$ cat src/rtl/fx_param_ctrl.sv
// fx_param_ctrl
// Parameter sequencer for one distortion FX slot (drive/tone/mix).
// The host writes shadow registers. A commit copies all three shadows into
// the targets at once, and the live outputs then slew toward the targets by
// at most STEP per audio sample so the FX path never hears a zipper step.
module fx_param_ctrl #(
  parameter int PARAM_W   = 8,
  parameter int STEP      = 4,
  parameter int DRIVE_RST = 0,
  parameter int TONE_RST  = 128,
  parameter int MIX_RST   = 0
) (
  input  logic               clk,
  input  logic               reset_n,
  input  logic               wr_valid,
  output logic               wr_ready,
  input  logic [1:0]         wr_addr,
  input  logic [PARAM_W-1:0] wr_data,
  input  logic               sample_en,
  output logic [PARAM_W-1:0] fx_drive,
  output logic [PARAM_W-1:0] fx_tone,
  output logic [PARAM_W-1:0] fx_mix,
  output logic               fx_sample_en,
  output logic               busy
);

  localparam logic [PARAM_W-1:0] STEP_V      = PARAM_W'(STEP);
  localparam logic [PARAM_W-1:0] DRIVE_RST_V = PARAM_W'(DRIVE_RST);
  localparam logic [PARAM_W-1:0] TONE_RST_V  = PARAM_W'(TONE_RST);
  localparam logic [PARAM_W-1:0] MIX_RST_V   = PARAM_W'(MIX_RST);

  localparam logic [1:0] ADDR_DRIVE = 2'd0;
  localparam logic [1:0] ADDR_TONE  = 2'd1;
  localparam logic [1:0] ADDR_MIX   = 2'd2;
  localparam logic [1:0] ADDR_CTRL  = 2'd3;

  localparam logic [0:0] S_IDLE = 1'b0;
  localparam logic [0:0] S_RAMP = 1'b1;

  logic [0:0]         state;
  logic [0:0]         state_next;
  logic [PARAM_W-1:0] shadow_drive, shadow_tone, shadow_mix;
  logic [PARAM_W-1:0] target_drive, target_tone, target_mix;
  logic [PARAM_W-1:0] live_drive, live_tone, live_mix;
  logic [PARAM_W-1:0] next_drive, next_tone, next_mix;
  logic               wr_fire;
  logic               commit;
  logic               step_en;
  logic               settled;

  // Move one live value toward its target by at most STEP, landing exactly
  // on the target when it is within reach so it can never overshoot or wrap.
  function automatic logic [PARAM_W-1:0] step_toward(
    input logic [PARAM_W-1:0] cur,
    input logic [PARAM_W-1:0] tgt
  );
    logic [PARAM_W-1:0] res;
    res = tgt;
    if (tgt > cur) begin
      if ((tgt - cur) > STEP_V) res = cur + STEP_V;
    end else if (cur > tgt) begin
      if ((cur - tgt) > STEP_V) res = cur - STEP_V;
    end
    return res;
  endfunction

  // Only a control write is ever stalled, and only while a ramp is running.
  assign wr_ready = (state == S_IDLE) || (wr_addr != ADDR_CTRL);
  assign wr_fire  = wr_valid && wr_ready;
  assign commit   = wr_fire && (wr_addr == ADDR_CTRL) && wr_data[0];

  // A commit only loads targets, so stepping is driven purely by RAMP state.
  assign step_en    = (state == S_RAMP) && sample_en;
  assign next_drive = step_toward(live_drive, target_drive);
  assign next_tone  = step_toward(live_tone,  target_tone);
  assign next_mix   = step_toward(live_mix,   target_mix);
  assign settled    = (next_drive == target_drive) &&
                      (next_tone  == target_tone)  &&
                      (next_mix   == target_mix);

  // Next-state logic for the IDLE/RAMP sequencer.
  always_comb begin
    state_next = state;
    case (state)
      S_IDLE:  if (commit) state_next = S_RAMP;
      S_RAMP:  if (step_en && settled) state_next = S_IDLE;
      default: state_next = S_IDLE;
    endcase
  end

  // State register.
  always_ff @(posedge clk or negedge reset_n) begin
    if (!reset_n) state <= S_IDLE;
    else          state <= state_next;
  end

  // Shadow registers take host writes in either state.
  always_ff @(posedge clk or negedge reset_n) begin
    if (!reset_n) begin
      shadow_drive <= DRIVE_RST_V;
      shadow_tone  <= TONE_RST_V;
      shadow_mix   <= MIX_RST_V;
    end else if (wr_fire) begin
      if (wr_addr == ADDR_DRIVE) shadow_drive <= wr_data;
      if (wr_addr == ADDR_TONE)  shadow_tone  <= wr_data;
      if (wr_addr == ADDR_MIX)   shadow_mix   <= wr_data;
    end
  end

  // Targets snapshot all three shadows together so a commit is atomic.
  always_ff @(posedge clk or negedge reset_n) begin
    if (!reset_n) begin
      target_drive <= DRIVE_RST_V;
      target_tone  <= TONE_RST_V;
      target_mix   <= MIX_RST_V;
    end else if (commit) begin
      target_drive <= shadow_drive;
      target_tone  <= shadow_tone;
      target_mix   <= shadow_mix;
    end
  end

  // Live registers slew one step per audio sample while ramping.
  always_ff @(posedge clk or negedge reset_n) begin
    if (!reset_n) begin
      live_drive <= DRIVE_RST_V;
      live_tone  <= TONE_RST_V;
      live_mix   <= MIX_RST_V;
    end else if (step_en) begin
      live_drive <= next_drive;
      live_tone  <= next_tone;
      live_mix   <= next_mix;
    end
  end

  // Strobe to the FX block trails sample_en so it lines up with new values.
  always_ff @(posedge clk or negedge reset_n) begin
    if (!reset_n) fx_sample_en <= 1'b0;
    else          fx_sample_en <= sample_en;
  end

  assign fx_drive = live_drive;
  assign fx_tone  = live_tone;
  assign fx_mix   = live_mix;
  assign busy     = (state == S_RAMP);

endmodule

$ cat config.mk
export PLATFORM = sky130hd
export DESIGN_NAME = fx_param_ctrl
export DESIGN_NICKNAME = d
export VERILOG_FILES = /design/src/rtl/fx_param_ctrl.sv
export SDC_FILE = /design/constraint.sdc
export NUM_CORES = 1
export LEC_CHECK = 0
export CORE_UTILIZATION = 45
export DETAILED_ROUTE_END_ITERATION = 10
export MAX_ROUTING_LAYER = met4
export PLACE_DENSITY = 0.77
export SLEW_MARGIN = 40
export SYNTH_ARGS = -nofsm -noshare
export SYNTH_HDL_FRONTEND = slang
export SYNTH_SLANG_ARGS = --single-unit
$ cat constraint.sdc
create_clock -name clk -period 3.6 [get_ports clk]
set_input_delay 1.08 -clock clk [delete_from_list [all_inputs] [get_ports clk]]
set_output_delay 1.08 -clock clk [all_outputs]
set_load 0.01 [all_outputs]
Word level (Yosys, flattened, before mapping)
Cells that the tools add are included.

Bits in registers: 74. Input bits: 14. Output and inout bits: 27. Word-level logic and storage cells: 70.

Add/sub/neg operators: 12. Order comparisons: 12. Equal/unequal tests: 7. Muxes and demuxes: 15. Bitwise gates (word level): 1. Reductions and logical operators: 12.

Operator list (number): 2-to-1 mux 8 bit (12); greater-than comparator 8 x 3 -> 1 bit, second input constant (6); greater-than comparator 8 bit (6); subtractor 8 bit (6); adder 8 x 3 -> 8 bit, second input constant (3); equality test 8 bit (3); subtractor 8 x 3 -> 8 bit, second input constant (3); logical AND 1 bit (7); AND reduction 2 bit (3); equality test 2 bit, second input constant (2); equality test 2 x 1 -> 1 bit, second input constant (1); logical NOT 2 bit (1); 2-to-1 mux 1 bit (2); != test 2 bit, second input constant (1); case mux 1 bit (2 select lines) (1); logical OR 1 bit (1); NOT 1 bit (1).

Logic depth before layout (Yosys ltp)
Depth in word-level cells: 11. Depth in mapped cells: 15. Mapped depth without buffers: 13.

Worst setup path after synthesis
OpenSTA, ideal clock, no wires.

Path kind: register -> register. Start: register live_drive[0], in the netlist fx_drive[0]. End: register state, in the netlist busy. Library setup time: 0.137 ns. Data arrival time: 3.318 ns. Data required time: 3.463 ns. Setup slack: 0.145 ns. Stages on the path, launching flop included: 12. Buffers on the path: 0. Period minus slack after synthesis: 3.455 ns. Path through: dfrtp_1 -> ha_1 -> fa_1 -> nand2b_2 -> a21oi_2 -> mux2_4 -> or4_4 -> o21a_1 -> a2111oi_2 -> nand4b_1 -> a2111oi_2 -> a32oi_1.

Word-level cells in the longest chain between the ends: 11. Elaborated cells between the ends (all ways): 18. Classes of those cells: add/sub (4); order compare (4); eq/ne (1); mux (6); reduce/logical (3).

RTL lines: start, declared (line 44) `logic [PARAM_W-1:0] live_drive, live_tone, live_mix;`; start signal, assigned (line 130) `live_drive <= next_drive;`; subtractor 8 bit (line 62) `if ((cur - tgt) > STEP_V) res = cur - STEP_V;`; greater-than comparator 8 x 3 -> 1 bit (line 62); 2-to-1 mux 8 bit (line 62); 2-to-1 mux 8 bit (line 61) `end else if (cur > tgt) begin`; 2-to-1 mux 8 bit * (line 59) `if (tgt > cur) begin`; equality test 8 bit * (line 77) `assign settled = (next_drive == target_drive) &&`; logical AND 1 bit * (line 77); logical AND 1 bit * (line 78) `(next_tone == target_tone) &&`; logical AND 1 bit * (line 86) `S_RAMP: if (step_en && settled) state_next = S_IDLE;`; 2-to-1 mux 1 bit * (line 86); case mux 1 bit (2 select lines) * (line 84) `case (state)`; named net state_next (line 41) `logic [0:0] state_next;`; end signal, assigned (line 94) `else state <= state_next;`; end, declared (line 40) `logic [0:0] state;`.

Mark *: on every way through the listed nets, which the timed path passes. The rest lies on a longest branch. A chain may end at the register's enable or synchronous reset.

Worst setup path after layout
Start: register target_tone[0]. End: register state, in the netlist busy.

Word-level cells in the longest chain between the ends: 11. Elaborated cells between the ends (all ways): 16. Classes of those cells: add/sub (2); order compare (4); eq/ne (1); mux (6); reduce/logical (3).

RTL lines: start, declared (line 43) `logic [PARAM_W-1:0] target_drive, target_tone, target_mix;`; start signal, assigned (line 118) `target_tone <= shadow_tone;`; subtractor 8 bit (line 62); greater-than comparator 8 x 3 -> 1 bit (line 62); 2-to-1 mux 8 bit (line 62); 2-to-1 mux 8 bit (line 61); 2-to-1 mux 8 bit (line 59); equality test 8 bit * (line 78); logical AND 1 bit * (line 77); logical AND 1 bit * (line 78); logical AND 1 bit * (line 86); 2-to-1 mux 1 bit * (line 86); case mux 1 bit (2 select lines) * (line 84); named net state_next (line 41).

Marked as above.

==> results.md <==
- Crit path kind: register to register
- Met3 usage: under 10%
- Syn-to-layout area delta: 18.1%
- Global-route wire length before repair: between 20 and 30 mm
- MaxCap Viol Count: 0
- Initial Util: 46.2%
- Initial antenna violation count: 0
- H-tree depth: 3
- Asr flop ratio synth: 100%
- CTS sink cnt: between 70 and 80
- Worst setup SP type: register
- GR peak layer: met2
- Max-slew headroom at the worst pin: between 40% and 50%
- Fraction of layout cells with a size suffix above 1: between 10% and 20%
- TritonCTS Buffers: 9
- Clk buf depth: 2
- Commonest cells after routing, fill and taps aside: nand2_1, dfrtp_1, o21ai_0, inv_1, ha_1
- GRT Total Usage: between 20% and 30%
- Remaining DRCs: 0
- Area leader, netlist: dfrtp_1
- Post-detail-place hpwl: approximately 13 mm
- Syn_area_per_cell: 8.46 um2
- FMAX: slightly below 0.3 GHz
- Drt pass-1 iters: 6
- Final count of pins violating max slew: 0
- Area share of the largest cell type after synthesis: roughly 28%
- Cell Rows: 43
- Worst EP required: between 3 and 4 ns
- Final period util: a little over nine tenths
- Vias in the first global route: about 5800
- Synth Instances: 762
- Critical Path Sink Type: register
- Sum Neg Setup Slack: 0 ns
- Slowest CP cell: dfrtp_1
- Root Driver: clkbuf_16
- Worst Path Arrival: between 3 and 4 ns
- Sequential area share after synthesis: ~29%
- Largest net degree at the start of global routing: 75
- Post-layout minimum cycle time: around 3.5 ns
- Synth Warn #: 0
- Worst hold path class: register to register
- TritonCTS clock tree: yes
- Worst reg2reg path startpoint: target_tone[0]
- Core Area: between 10000 and 15000 um2
- Worst setup path start: target_tone[0]
- RSZ-0062 raised after global routing: false
- Status: finished, final reports clean
- Measured slew at the worst slew-check pin: around 0.8 ns
- Drt initial violations: 654
- Critical path's top delay family: compound AO/OA/AOI/OAI gates
- Num ports: just over 40
- Skew final: approximately 0.0045 ns
- Worst reg-to-reg path cell count: 13
- Die W: approximately 120 um
- Synth Flop Type: dfrtp_1
- Worst Hold Path Cells: 2
- Levels on crit path: 13
- Nets: ~900
- Top cells by area, synth: dfrtp_1, ha_1, o21ai_0
- Die Height: around 120 um
- Slowest stage delay, CP: 0.38 ns
- Ant diodes: 0
- Gpl congestion: slightly below 1
- Via Count: 6105
- Syn_nets: 833
- Post-Syn Area: roughly 6400 um2
- Avg Vias per Cell: about 6.1
- Skew-Pair Late Insertion Delay: between 0.3 and 0.4 ns
- Most frequent cell on the critical path: a2111oi_2
- Min-delay src: shadow_drive[1]
- Die footprint: around 15000 um2
- Drt total wl: approximately 18 mm
- Input/output buffers: 40
- Grt met1 use: 33.3%
- Wire length per cell: roughly 18 um
- Antenna-violating nets left: 0
- Total gr overflow: 0
- CTS clock-pin slew for the worst setup and hold paths: 0.06 ns
- Grt met2 use: between 30% and 40%
- Post-synth EDFFs: 0
- Worst Path Buf+Inv: 1
- Final setup fails: 0
- Worst-path fanout max: 6
- FF+latch count, synth: 74
- Final Hold Fails: 0
- CP Cell Sequence: inv_1 > ha_1 > fa_2 > nand2b_1 > o2bb2a_1 > o211ai_1 > a2111oi_2 > o221a_2 > nor2_2 > a32o_1 > a221o_1 > a2111oi_2 > a32oi_1
- Synth cell types: 82
[repair_timing]
item | CTS | global route
hold buffers | 0 | 0
setup endpoints to repair | 0 | 3
buffers inserted | 0 | 1
resized for setup | 0 | 10
[cell type report]
type,count,area [um2]
clock buffers,9,225
multi-input cells,596,4240
clock inverters,6,90.1
flip-flops and latches,74,1860
repair buffers,85,752
fillers,1268,6320
inverters,59,221
well taps,180,225
[sequential cells by signal (all words and copies together) (netlist names)]
register and count:
fx_sample_en 1, fx_drive 8, shadow_mix 8, shadow_tone 8
target_drive 8, fx_mix 8, busy 1, fx_tone 8
target_tone 8, target_mix 8, shadow_drive 8
[kinds of logic after synthesis]
| logic type | count (synthesis) | synth area share, % |
|---|---|---|
| fa+ha+maj | 57 | 11.4 |
| flops | 74 | 28.8 |
| buf+inv | 92 | 6.02 |
| simple gates | 242 | 18.7 |
| compound gates | 233 | 25.2 |
| mux | 33 | 5.69 |
| xor+xnor | 31 | 4.21 |
[tightest hold or removal path, stage by stage (launching register included)]
cell and delay [ns]:
dfrtp_1 0.34, nand2_1 0.05, o21ai_0 0.07
[path summary, 6_finish.rpt]
check | to | slack, ns
setup / recovery | busy | 0.14
hold / removal | target_drive[1] | 0.49
setup reg to reg | busy | 0.14
hold reg to reg | target_drive[1] | 0.49
max in group asynchronous | fx_drive[3] | 2.37
min in group asynchronous | fx_tone[5] | 0.74
[per-stage QoR]
stage | hold slack, ns | area (um2) | util, % | worst slack, ns | std cells
finish | 0.488 | 7610 | 54.6 | 0.140 | 1009
global route | 0.512 | 7610 | 54.6 | 0.00851 | 1009
CTS | 0.492 | 7560 | 54.3 | 0.0827 | 1008
detailed placement | 0.464 | 7250 | 52.0 | 0.0820 | 993
global placement | 0.463 | 7250 | 52.0 | 0.152 | 993
floorplan | 0.444 | 6440 | - | 0.145 | 762
[synth_stat cells (5+ instances only)]
cell type	n
nand2b_1	5
inv_1	56
nand2_1	71
o211ai_1	9
mux2i_1	7
dfrtp_1	71
o31ai_1	8
o22a_1	5
a211oi_1	15
o21ai_0	59
or3_1	8
a22oi_1	5
a21oi_1	45
a21o_1	5
xor2_1	9
nor2b_1	12
and3_1	9
nor2_1	47
ha_1	54
nand4_1	13
nor3_1	23
nand3b_1	7
clkbuf_1	17
a31oi_1	6
o21a_1	5
buf_2	10
xnor2_1	22
and2_1	6
mux2_2	25
nand3_1	18
nor4_1	7
[metal layers]
layer	routed length [um]	up-vias	share of wire [%]
met1	8070	2884	46
met4	470	0	2.7
met2	7970	261	45
met3	1180	50	6.6
li1	-	2910	-
met5	0	-	0
Power is not shown: default switching activity piles up to over one toggle a cycle in this logic, so the estimate is an artifact.
